==> config.mk <==
export PLATFORM = sky130hd
export DESIGN_NAME = riscvlong_core_scoreboard
export DESIGN_NICKNAME = d
export VERILOG_FILES = /design/src/rtl/riscvlong_core_scoreboard.sv
export SDC_FILE = /design/constraint.sdc
export NUM_CORES = 1
export LEC_CHECK = 0
export ABC_AREA = 1
export CORE_MARGIN = 10
export CORE_UTILIZATION = 59
export CTS_BUF_LIST = sky130_fd_sc_hd__clkbuf_16
export DETAILED_ROUTE_END_ITERATION = 6
export PLACE_DENSITY = 0.87
export SETUP_SLACK_MARGIN = 0.4
export SLEW_MARGIN = 20
export SYNTH_ARGS = -nofsm -noshare
export SYNTH_HDL_FRONTEND = slang
export SYNTH_SLANG_ARGS = --single-unit
export TNS_END_PERCENT = 20
==> constraint.sdc <==
create_clock -name clk -period 7.5 [get_ports clk]
set_clock_uncertainty 0.2 [all_clocks]
set_input_delay 2.25 -clock clk [delete_from_list [all_inputs] [get_ports clk]]
set_output_delay 2.25 -clock clk [all_outputs]
set_load 0.005 [all_outputs]
==> src/rtl/riscvlong_core_scoreboard.sv <==
// Register-hazard scoreboard for the D/X/M/X2/X3/W core: tracks in-flight rd writes,
// drives decode bypass selects and the RAW stall, and issues the W-stage regfile write.
module riscvlong_core_scoreboard (
  input  logic       clk,
  input  logic       reset,
  input  logic       inst_val_Dhl,
  input  logic       rs1_en_Dhl,
  input  logic       rs2_en_Dhl,
  input  logic [4:0] rs1_Dhl,
  input  logic [4:0] rs2_Dhl,
  input  logic       rf_wen_Dhl,
  input  logic [4:0] rf_waddr_Dhl,
  input  logic [1:0] rtype_Dhl,
  input  logic       squash_Dhl,
  input  logic       stall_Xhl,
  input  logic       stall_Mhl,
  input  logic       stall_X2hl,
  input  logic       stall_X3hl,
  input  logic       stall_Whl,
  output logic       raw_stall_Dhl,
  output logic       op0_byp_sel_Dhl,
  output logic       op1_byp_sel_Dhl,
  output logic [5:0] byp_mux_sel_Dhl,
  output logic       rf_wen_Whl,
  output logic [4:0] rf_waddr_Whl
);

  localparam int NUM_TRACK = 5;

  typedef struct packed {
    logic       val;
    logic       wen;
    logic [4:0] waddr;
    logic [1:0] rtype;
  } entry_t;

  localparam entry_t BUBBLE = '0;

  // Index 0 = X, 1 = M, 2 = X2, 3 = X3, 4 = W.
  entry_t ent [NUM_TRACK];

  logic [NUM_TRACK-1:0] stall;
  assign stall = {stall_Whl, stall_X3hl, stall_X2hl, stall_Mhl, stall_Xhl};

  // First stage index from which a result of this class can be bypassed.
  function automatic logic [2:0] ready_idx(input logic [1:0] rtype);
    case (rtype)
      2'd0:    return 3'd0;
      2'd1:    return 3'd1;
      default: return 3'd3;
    endcase
  endfunction

  function automatic logic src_match(input entry_t e, input logic val, input logic en,
                                     input logic [4:0] r);
    return val && en && e.val && e.wen && (e.waddr == r) && (r != 5'd0);
  endfunction

  logic       hit0, hit1, rdy0, rdy1;
  logic [2:0] idx0, idx1;

  // Scan oldest to youngest so the youngest matching stage overwrites older ones.
  always_comb begin
    hit0 = 1'b0;
    hit1 = 1'b0;
    rdy0 = 1'b0;
    rdy1 = 1'b0;
    idx0 = 3'd0;
    idx1 = 3'd0;
    for (int s = NUM_TRACK - 1; s >= 0; s--) begin
      if (src_match(ent[s], inst_val_Dhl, rs1_en_Dhl, rs1_Dhl)) begin
        hit0 = 1'b1;
        idx0 = 3'(s);
        rdy0 = (3'(s) >= ready_idx(ent[s].rtype));
      end
      if (src_match(ent[s], inst_val_Dhl, rs2_en_Dhl, rs2_Dhl)) begin
        hit1 = 1'b1;
        idx1 = 3'(s);
        rdy1 = (3'(s) >= ready_idx(ent[s].rtype));
      end
    end
  end

  assign raw_stall_Dhl   = ((hit0 && !rdy0) || (hit1 && !rdy1)) && !squash_Dhl;
  assign op0_byp_sel_Dhl = hit0 && rdy0;
  assign op1_byp_sel_Dhl = hit1 && rdy1;
  assign byp_mux_sel_Dhl = {op1_byp_sel_Dhl ? idx1 : 3'd0, op0_byp_sel_Dhl ? idx0 : 3'd0};

  assign rf_wen_Whl   = ent[NUM_TRACK-1].val && ent[NUM_TRACK-1].wen && !stall_Whl;
  assign rf_waddr_Whl = ent[NUM_TRACK-1].waddr;

  always_ff @(posedge clk or negedge reset) begin
    if (!reset) begin
      for (int s = 0; s < NUM_TRACK; s++) ent[s] <= BUBBLE;
    end else begin
      if (!stall[0]) begin
        if (!inst_val_Dhl || raw_stall_Dhl || squash_Dhl) ent[0] <= BUBBLE;
        // x0 writes are tracked with wen cleared so they never match or write back.
        else ent[0] <= '{val: 1'b1, wen: rf_wen_Dhl && (rf_waddr_Dhl != 5'd0),
                         waddr: rf_waddr_Dhl, rtype: rtype_Dhl};
      end
      for (int s = 1; s < NUM_TRACK; s++) begin
        if (!stall[s]) ent[s] <= stall[s-1] ? BUBBLE : ent[s-1];
      end
    end
  end

endmodule

==> flow_summary_export.csv, run 1 <==
group,metric,value,unit
finish,nFillCells,396,
worst_setup_path,slowest_delay,630,ps
clock_network,cts_tree,"done",
sta,rsz0062_at_grt,"true",
worst_setup_path,required,5050,ps
clock_network,ctsRootBufferMaster,"clkbuf_16",
worst_setup_path,crit_arrival,4530,ps
synth,synthCells,411,
sta,period_minus_slack,6984,ps
route,drt_first_pass_iters,4,
route,via_per_inst,5.522,
placement,gp_congestion,1.039,
finish,area_delta_synth_final,19.25,%
worst_setup_path,critPathKind,"input port to output port",
route,via_count,2805,
route,route.detailed.drc,0,
global_routing,grt_pass1_vias,2740,
placement,place_ws,418.1,ps
worst_setup_path,critPathCaptureType,"output port",
floorplanning,die_height,91.18,µm
global_routing,grt_usage,20.33,%
finish,final_cell_area,3565,µm²
clock_network,cts_sinks,39,
job,cap_violations,0,
sta,slew_headroom,43.04,%
worst_setup_path,critPathMaxFanout,10,
sta,finalMaxSlewViolations,0,
finish,multi_input_comb_area,1713,µm²
worst_setup_path,cp_slowest_cell,"clkdlybuf4s50_1",
placement,port_buffers,43,
power,vdd_drop_max,0.1799,mV
sta,hold_violations,0,
route,wl,8.398,mm
global_routing,grt_pass1_wl,13.83,mm
sta,fin_crit_sh,93.12,%
sta,fmax,0.1432,GHz
placement,placed_cell_area,3352,µm²
synth,synth_cell_type_count,36,
global_routing,antenna_found_initial,0,
finish,insertedDiodeCount,0,
finish,regArea,975.9,µm²
synth,syn_area,2989,µm²
outcome,status,"complete, no violations",
worst_setup_path,cp-start-kind,"input port",
route,postRouteAntennaNets,0,
clock_network,cts_buffer_depth,2,
route,drt_iter0_drc,310,
power,power,0.5835,mW
sta,setup_ws,516.3,ps
placement,hpwlAfterDp,6.679,mm
synth,syn_area_per_cell,7.273,µm²
synth,synth_seq_area_share,32.65,%
sta,tightest_slew,854.4,ps
finish,fin_nets,469,
clock_network,ctsHoldBuffers,0,
clock_network,cts_max_level,2,
sta,holdWs,279.4,ps
worst_setup_path,crit_chain,"clkdlybuf4s50_1, inv_2, nand2_1, nand4_1, nor3_2, nor2_2, nand3_4, nand2_4, a21oi_2, clkdlybuf4s50_1",
finish,drive_above_1_share,13.38,%
power,p_leak,1.659,nW
clock_network,clock_latency,280,ps
floorplanning,die_area,8313,µm²
route,wl_per_cell,16.53,µm
synth,mappedNetlistNets,440,
synth,ys_seq_elements,39,
global_routing,grt_start_max_net_pins,40,
worst_setup_path,path_common_cell,"clkdlybuf4s50_1",
clock_network,path_clk_slew,60,ps
floorplanning,start_util,62.05,%
floorplanning,io_pins,44,
floorplanning,coreArea,4817,µm²
hold_path,hp-class,"register to register",
floorplanning,die_w,91.18,µm
sta,setup_viol,0,
floorplanning,rows,25,
power,power_density,163.7,nW/µm²
sta,finalSetupTns,0,ps
global_routing,grt_overflow,0,
synth,yosys_warnings,0,
clock_network,cts_buffers,5,
-- where the power goes --
group / total, mW / internal (mW) / switching, mW
combinational: 0.0843 / 0.0335 / 0.0507
sequential: 0.228 / 0.218 / 0.0105
clock: 0.271 / 0.189 / 0.0816
total: 0.583 / 0.441 / 0.143
-- final timing paths --
| path | from | endpoint | slack (ps) | depth (start not counted) |
|---|---|---|---|---|
| min in group asynchronous | reset | ent[17] | 1880 | 1 |
| setup / recovery | rs2_Dhl[1] | raw_stall_Dhl | 520 | 10 |
| max in group asynchronous | reset | ent[39] | 4690 | 1 |
| setup reg to reg | ent[31] | ent[41] | 5530 | 12 |
| hold / removal | ent[7] | ent[7] | 280 | 2 |
| hold reg to reg | ent[7] | ent[7] | 280 | 2 |
-- layer usage --
metal	wire length, µm	track usage [%]	part of all wire [%]	vias up
met4	156	6.136	1.9	0
li1	-	-	-	1373
met3	605	4.774	7.2	18
met1	3448	25.54	41	1309
met5	0	0	0	-
met2	4188	33.77	50	105
-- critical path, delay by kind of cell --
family          cells  cell delay [ps]
buf+inv             3             1290
compound gates      1              120
simple gates        6              870
-- timing repair --
item | CTS | global route
setup buffers | 0 | 0
endpoints found under the setup margin | 1 | 7
resized for setup | 1 | 10
cloned | 0 | 0
-- flip-flops by register name, summed over array words and instances, names as in the netlist --
signal,count
rf_waddr_Whl,5
ent,34
-- per-stage QoR --
step           cells  util (%)
2_1_floorplan    411         -
3_3_place_gp     500     69.58
3_5_place_dp     500     69.58
4_1_cts          508     73.48
5_1_grt          508     74.00
6_report         508     74.00
-- final cells by class --
type                    instances  share of cell area, %
clock buffers                   5                  3.510
inverters                      41                  4.458
multi-input cells             310                  48.05
repair buffers                 43                  12.46
clock inverters                 3                  1.790
well taps                      67                  2.352
flip-flops and latches         39                  27.38
-- synth_stat cells, drive strengths merged --
cell type / n / area [µm²]
xnor2: 26 / 227.7
inv: 39 / 151.4
o22ai: 1 / 6.260
dfrtp: 39 / 975.9
nand3b: 1 / 7.510
nand4: 18 / 133.9
o31ai: 5 / 37.54
and2: 1 / 6.260
buf: 14 / 120.1
nor2: 41 / 239.0
o21ai: 16 / 80.08
nor4: 1 / 12.51
nor3b: 1 / 7.510
nor3: 5 / 35.03
nand2: 136 / 570.5
nand3: 41 / 222.7
clkinv: 2 / 7.510
xor2: 4 / 35.03
a21oi: 11 / 66.32
clkbuf: 7 / 26.28
a211oi: 1 / 12.51
or4: 1 / 7.510
-- placed cells by master, fill, tap and decap left out, drive strengths merged, types with 2 or more instances in the layout --
| cell type | synthesis | layout |
|---|---|---|
| o21ai | 16 | 16 |
| clkbuf | 7 | 5 |
| xor2 | 4 | 4 |
| clkdlybuf4s50 | 0 | 33 |
| nand4 | 18 | 18 |
| inv | 39 | 40 |
| bufinv | 0 | 2 |
| nand3 | 41 | 41 |
| dfrtp | 39 | 39 |
| o31ai | 5 | 5 |
| nor3 | 5 | 5 |
| xnor2 | 26 | 26 |
| nor2 | 41 | 41 |
| nand2 | 136 | 136 |
| a21oi | 11 | 11 |
| clkinv | 2 | 2 |
| dlymetal6s2s | 0 | 8 |
-- cells by family after synthesis --
group                     synth area share (%)
buffers and inverters                    10.21
xor gates and xnor gates                 8.790
AOI/OAI and AO/OA                        6.782
DFF                                      32.65
and+or+nand+nor                          41.57
No activity file was read; power rests on OpenSTA's default activity.
==> inputs of run 2 (changes only) <==
--- a/config.mk
+++ b/config.mk
@@ -12,6 +12,7 @@
 export DETAILED_ROUTE_END_ITERATION = 6
 export PLACE_DENSITY = 0.87
 export SETUP_SLACK_MARGIN = 0.4
+export SKIP_CTS_REPAIR_TIMING = 1
 export SLEW_MARGIN = 20
 export SYNTH_ARGS = -nofsm -noshare
 export SYNTH_HDL_FRONTEND = slang
==> run 2 against run 1 <==
  * Fmax about the same
  * Largest cell class unchanged
  * Final area increased by 0.11%
  * Highest routed layer unchanged
  * Die area did not move
==> flow_summary_export.csv, run 2 (synthesis results as in run 1) <==
group,metric,value,unit
finish,final_common_cell,"nand2_1",
clock_network,cts_buffer_depth,2,
worst_setup_path,slowest_delay,640,ps
hold_path,min_from,"ent[8]",
floorplanning,die_w,91.18,µm
hold_path,min_path_cells,2,
worst_setup_path,critPathMaxFanout,10,
worst_setup_path,critPathCaptureType,"output port",
route,drt_first_pass_iters,5,
global_routing,grt_overflow,0,
placement,dp_cells,500,
sta,setup_viol,0,
worst_setup_path,critPathKind,"input port to output port",
finish,fin_nets,469,
finish,area_delta_synth_final,19.38,%
worst_setup_path,cp-start-kind,"input port",
global_routing,grt_usage,20.33,%
worst_setup_path,crit_arrival,4540,ps
worst_setup_path,crit_buf_inv,3,
global_routing,antenna_found_initial,0,
worst_setup_path,r2r_cells,12,
worst_setup_path,r2r_start,"ent[31]",
clock_network,cts_tree,"done",
power,vdd_drop_max,0.1802,mV
clock_network,cts_sinks,39,
worst_setup_path,r2r-end,"ent[41]",
placement,hpwlAfterDp,6.679,mm
sta,hold_violations,0,
finish,final_cells,508,
finish,mostFrequentLayoutCells,"nand2_1 (121), nand3_1 (39), dfrtp_1 (39)",
placement,place_ws,418.1,ps
finish,nFillCells,396,
clock_network,cts_max_level,2,
hold_path,hold_end,"ent[8]",
sta,finalSetupTns,0,ps
floorplanning,coreArea,4817,µm²
route,drt_iter0_drc,289,
sta,rsz0062_at_grt,"true",
outcome,status,"complete, no violations",
clock_network,clock_latency,280,ps
sta,fmax,0.1431,GHz
placement,port_buffers,43,
sta,tightest_slew,856.7,ps
route,postRouteAntennaNets,0,
clock_network,path_clk_slew,60,ps
floorplanning,start_util,62.05,%
finish,largest_register_ffs,34,
worst_setup_path,path_delay_family,"buffers and inverters",
hold_path,hp-class,"register to register",
route,route.detailed.drc,0,
floorplanning,rows,25,
floorplanning,die_area,8313,µm²
global_routing,grt_start_max_net_pins,40,
sta,finalMaxSlewViolations,0,
clock_network,cts_buffers,5,
route,wl,8.480,mm
clock_network,ctsRootBufferMaster,"clkbuf_16",
finish,post-route-util,74.08,%
placement,gp_congestion,1.039,
route,wl_per_cell,16.69,µm
power,power_density,163.9,nW/µm²
worst_setup_path,required,5050,ps
route,via_count,2868,
floorplanning,io_pins,44,
worst_setup_path,cp_slowest_cell,"clkdlybuf4s50_1",
finish,drive_above_1_share,13.38,%
sta,period_minus_slack,6988,ps
power,power,0.5849,mW
sta,fin_crit_sh,93.17,%
global_routing,grt_pass1_vias,2740,
global_routing,grt_pass1_wl,13.83,mm
finish,insertedDiodeCount,0,
job,cap_violations,0,
power,p_leak,1.667,nW
finish,regMostFlops,"ent",
route,via_per_inst,5.646,
worst_setup_path,r2r_setup_slack,5520,ps
sta,slew_headroom,42.89,%
sta,setup_ws,512.1,ps
worst_setup_path,path_common_cell,"clkdlybuf4s50_1",
worst_setup_path,crit_chain,"clkdlybuf4s50_1, inv_2, nand2_1, nand4_1, nor3_2, nor2_2, nand3_4, nand2_4, a21oi_2, clkdlybuf4s50_1",
floorplanning,die_height,91.18,µm
-- run 2: layout make-up --
type	instances	area (µm²)	area share (%)
tap	67	83.83	2.349
sequential	39	975.9	27.35
inverter	41	158.9	4.453
timing repair buffer	43	447.9	12.55
clock inverter	3	63.81	1.788
clock buffer	5	125.1	3.506
multi-input combinational	310	1713	48.00
-- run 2: worst min-delay path: cells and delay by family (launching register included) --
family	cells	cell delay, ps
AND/OR/NAND/NOR	2	110
flip-flops	1	340
-- run 2: worst max path at each step --
stage	from	to	slack [ps]	depth (start not counted)
floorplan	rs2_Dhl[4]	raw_stall_Dhl	1710	12
global placement	rs2_Dhl[2]	raw_stall_Dhl	470	13
detailed placement	rs2_Dhl[3]	raw_stall_Dhl	420	15
CTS	rs2_Dhl[3]	raw_stall_Dhl	400	15
global route	rs2_Dhl[1]	raw_stall_Dhl	390	14
finish	rs2_Dhl[1]	raw_stall_Dhl	510	10
-- run 2: metal layers --
layer | GRT usage, % | share of wire [%] | vias to the layer above
li1 | - | - | 1378
met5 | 0 | 0 | -
met3 | 4.774 | 6.7 | 22
met1 | 25.54 | 42 | 1325
met4 | 6.136 | 2.0 | 0
met2 | 33.77 | 49 | 143
-- run 2: power by group --
part | total [mW] | switching (mW) | internal (mW)
Clock | 0.272 | 0.0824 | 0.189
Combinational | 0.0846 | 0.0509 | 0.0337
Sequential | 0.228 | 0.0107 | 0.218
-- run 2: per-stage QoR --
step | hold slack (ps) | area [µm²]
global route | 318.3 | 3568
global placement | 261.0 | 3352
CTS | 280.0 | 3541
floorplan | 243.6 | 2989
finish | 278.9 | 3568
detailed placement | 266.1 | 3352
==> inputs of run 3 (changes only) <==
--- a/config.mk
+++ b/config.mk
@@ -6,13 +6,12 @@
 export NUM_CORES = 1
 export LEC_CHECK = 0
 export ABC_AREA = 1
-export CORE_MARGIN = 10
+export CORE_MARGIN = 3
 export CORE_UTILIZATION = 59
 export CTS_BUF_LIST = sky130_fd_sc_hd__clkbuf_16
 export DETAILED_ROUTE_END_ITERATION = 6
 export PLACE_DENSITY = 0.87
 export SETUP_SLACK_MARGIN = 0.4
-export SKIP_CTS_REPAIR_TIMING = 1
 export SLEW_MARGIN = 20
 export SYNTH_ARGS = -nofsm -noshare
 export SYNTH_HDL_FRONTEND = slang
==> run 3 against run 2 <==
  * Via count fell by 1.0%
  * Clock power decreased by 10%
  * Die area decreased by 28%
  * Non-clock buffer count did not move
  * Sequential cell count is the same
  * Worst setup slack better by 37 ps
  * Core utilization decreased by 0.39 points
  * Count of clock-buffer cells in the layout did not move
==> flow_summary_export.csv, run 3 (synthesis results as in run 1) <==
group,metric,value,unit
worst_setup_path,crit_chain,"clkdlybuf4s50_1, inv_2, nand2_1, nand4_1, nor3_2, nor2_2, nand3_4, nand2_4, a21oi_2, clkdlybuf4s50_1",
route,via_per_inst,5.587,
clock_network,ctsHoldBuffers,0,
sta,rsz0062_at_grt,"false",
global_routing,grt_pass1_vias,2720,
sta,finalSetupTns,0,ps
power,power_density,156.7,nW/µm²
placement,hpwlAfterDp,6.306,mm
finish,drive_above_1_share,13.15,%
worst_setup_path,critPathMaxFanout,10,
job,cap_violations,0,
worst_setup_path,critPathKind,"input port to output port",
sta,holdWs,275.6,ps
clock_network,cts_buffer_depth,2,
finish,largest_register_ffs,34,
floorplanning,die_height,77.18,µm
sta,hold_violations,0,
floorplanning,die_area,5956,µm²
route,wl_per_cell,15.79,µm
finish,nFillCells,397,
clock_network,cts_setup_buffers,0,
sta,fin_crit_sh,92.68,%
floorplanning,rows,25,
finish,post-route-util,73.69,%
clock_network,ctsRootBufferMaster,"clkbuf_16",
worst_setup_path,slowest_delay,620,ps
finish,regMostFlops,"ent",
clock_network,cts_tree,"done",
power,p_leak,1.654,nW
finish,mostFrequentLayoutCells,"nand2_1 (121), nand3_1 (39), dfrtp_1 (39)",
sta,slew_headroom,41.79,%
placement,port_buffers,43,
route,route.detailed.drc,0,
sta,finalMaxSlewViolations,0,
floorplanning,coreArea,4817,µm²
finish,fin_nets,469,
floorplanning,io_pins,44,
worst_setup_path,cp-start-kind,"input port",
floorplanning,die_w,77.18,µm
global_routing,antenna_found_initial,0,
outcome,status,"complete, no violations",
placement,gp_congestion,1.067,
route,postRouteAntennaNets,0,
clock_network,clock_latency,280,ps
hold_path,hp-class,"register to register",
sta,fmax,0.1439,GHz
placement,dp_cells,500,
global_routing,grt_overflow,0,
worst_setup_path,critPathCaptureType,"output port",
global_routing,grt_usage,28.30,%
sta,period_minus_slack,6951,ps
route,wl,8.023,mm
finish,area_delta_synth_final,18.75,%
sta,tightest_slew,873.1,ps
worst_setup_path,path_common_cell,"clkdlybuf4s50_1",
global_routing,grt_pass1_wl,13.32,mm
power,vdd_drop_max,0.1592,mV
clock_network,cts_buffers,5,
clock_network,path_clk_slew,60,ps
route,via_count,2838,
worst_setup_path,cp_slowest_cell,"clkdlybuf4s50_1",
route,drt_first_pass_iters,4,
clock_network,cts_sinks,39,
finish,insertedDiodeCount,0,
finish,final_common_cell,"nand2_1",
floorplanning,start_util,62.05,%
worst_setup_path,crit_arrival,4500,ps
sta,setup_viol,0,
route,drt_iter0_drc,279,
finish,final_cells,508,
clock_network,cts_max_level,2,
worst_setup_path,required,5050,ps
global_routing,grt_start_max_net_pins,40,
==> run 3: worst paths after layout <==
check | startpoint | endpoint | slack (ps) | depth (start not counted)
worst max-delay path | rs2_Dhl[1] | raw_stall_Dhl | 550 | 10
max in group asynchronous | reset | ent[21] | 4670 | 1
min in group asynchronous | reset | ent[32] | 1870 | 1
worst max register to register | ent[34] | ent[42] | 5570 | 13
worst min register to register | ent[7] | ent[7] | 280 | 2
worst min-delay path | ent[7] | ent[7] | 280 | 2
==> run 3: per-stage QoR <==
stage | instance area, µm² | total power, mW | setup WS, ps
after global routing | 3550 | 0.5790 | 407.2
final | 3550 | 0.5563 | 549.2
after floorplan | 2989 | 0.2850 | 1710
after detailed placement | 3352 | 0.3154 | 430.1
after CTS | 3520 | 0.5576 | 430.5
after global placement | 3352 | 0.3141 | 469.0
==> run 3: power breakdown <==
group / internal [mW] / total [mW] / switching (mW)
Sequential: 0.218 / 0.228 / 0.0105
Combinational: 0.0337 / 0.0844 / 0.0507
Clock: 0.157 / 0.244 / 0.0867
==> run 3: worst max-delay path, delay by kind of cell <==
family	cells	cell delay, ps
compound gates	1	120
simple gates	6	860
buf+inv	3	1250
==> run 3: repair_timing <==
item	CTS	global route
setup endpoints to repair	0	7
gates resized for setup	0	11
endpoints found under the hold margin	0	0
==> run 3: area by class of cell <==
cell class	count	area, µm²	share of cell area, %
Clock buffer	5	125.1	3.525
Clock inverter	3	42.54	1.198
Inverter	41	158.9	4.477
Multi-Input combinational cell	310	1715	48.33
Sequential cell	39	975.9	27.49
Tap cell	67	83.83	2.362
Timing Repair Buffer	43	447.9	12.62
==> run 3: routing by layer <==
metal / up-vias / global-route usage [%] / part of all wire (%) / wire, µm
li1: 1371 / - / - / -
met1: 1343 / 38.55 / 43 / 3456
met2: 114 / 45.94 / 48 / 3884
met3: 10 / 5.751 / 7.1 / 568
met4: 0 / 7.295 / 1.4 / 114
met5: - / 0 / 0 / 0
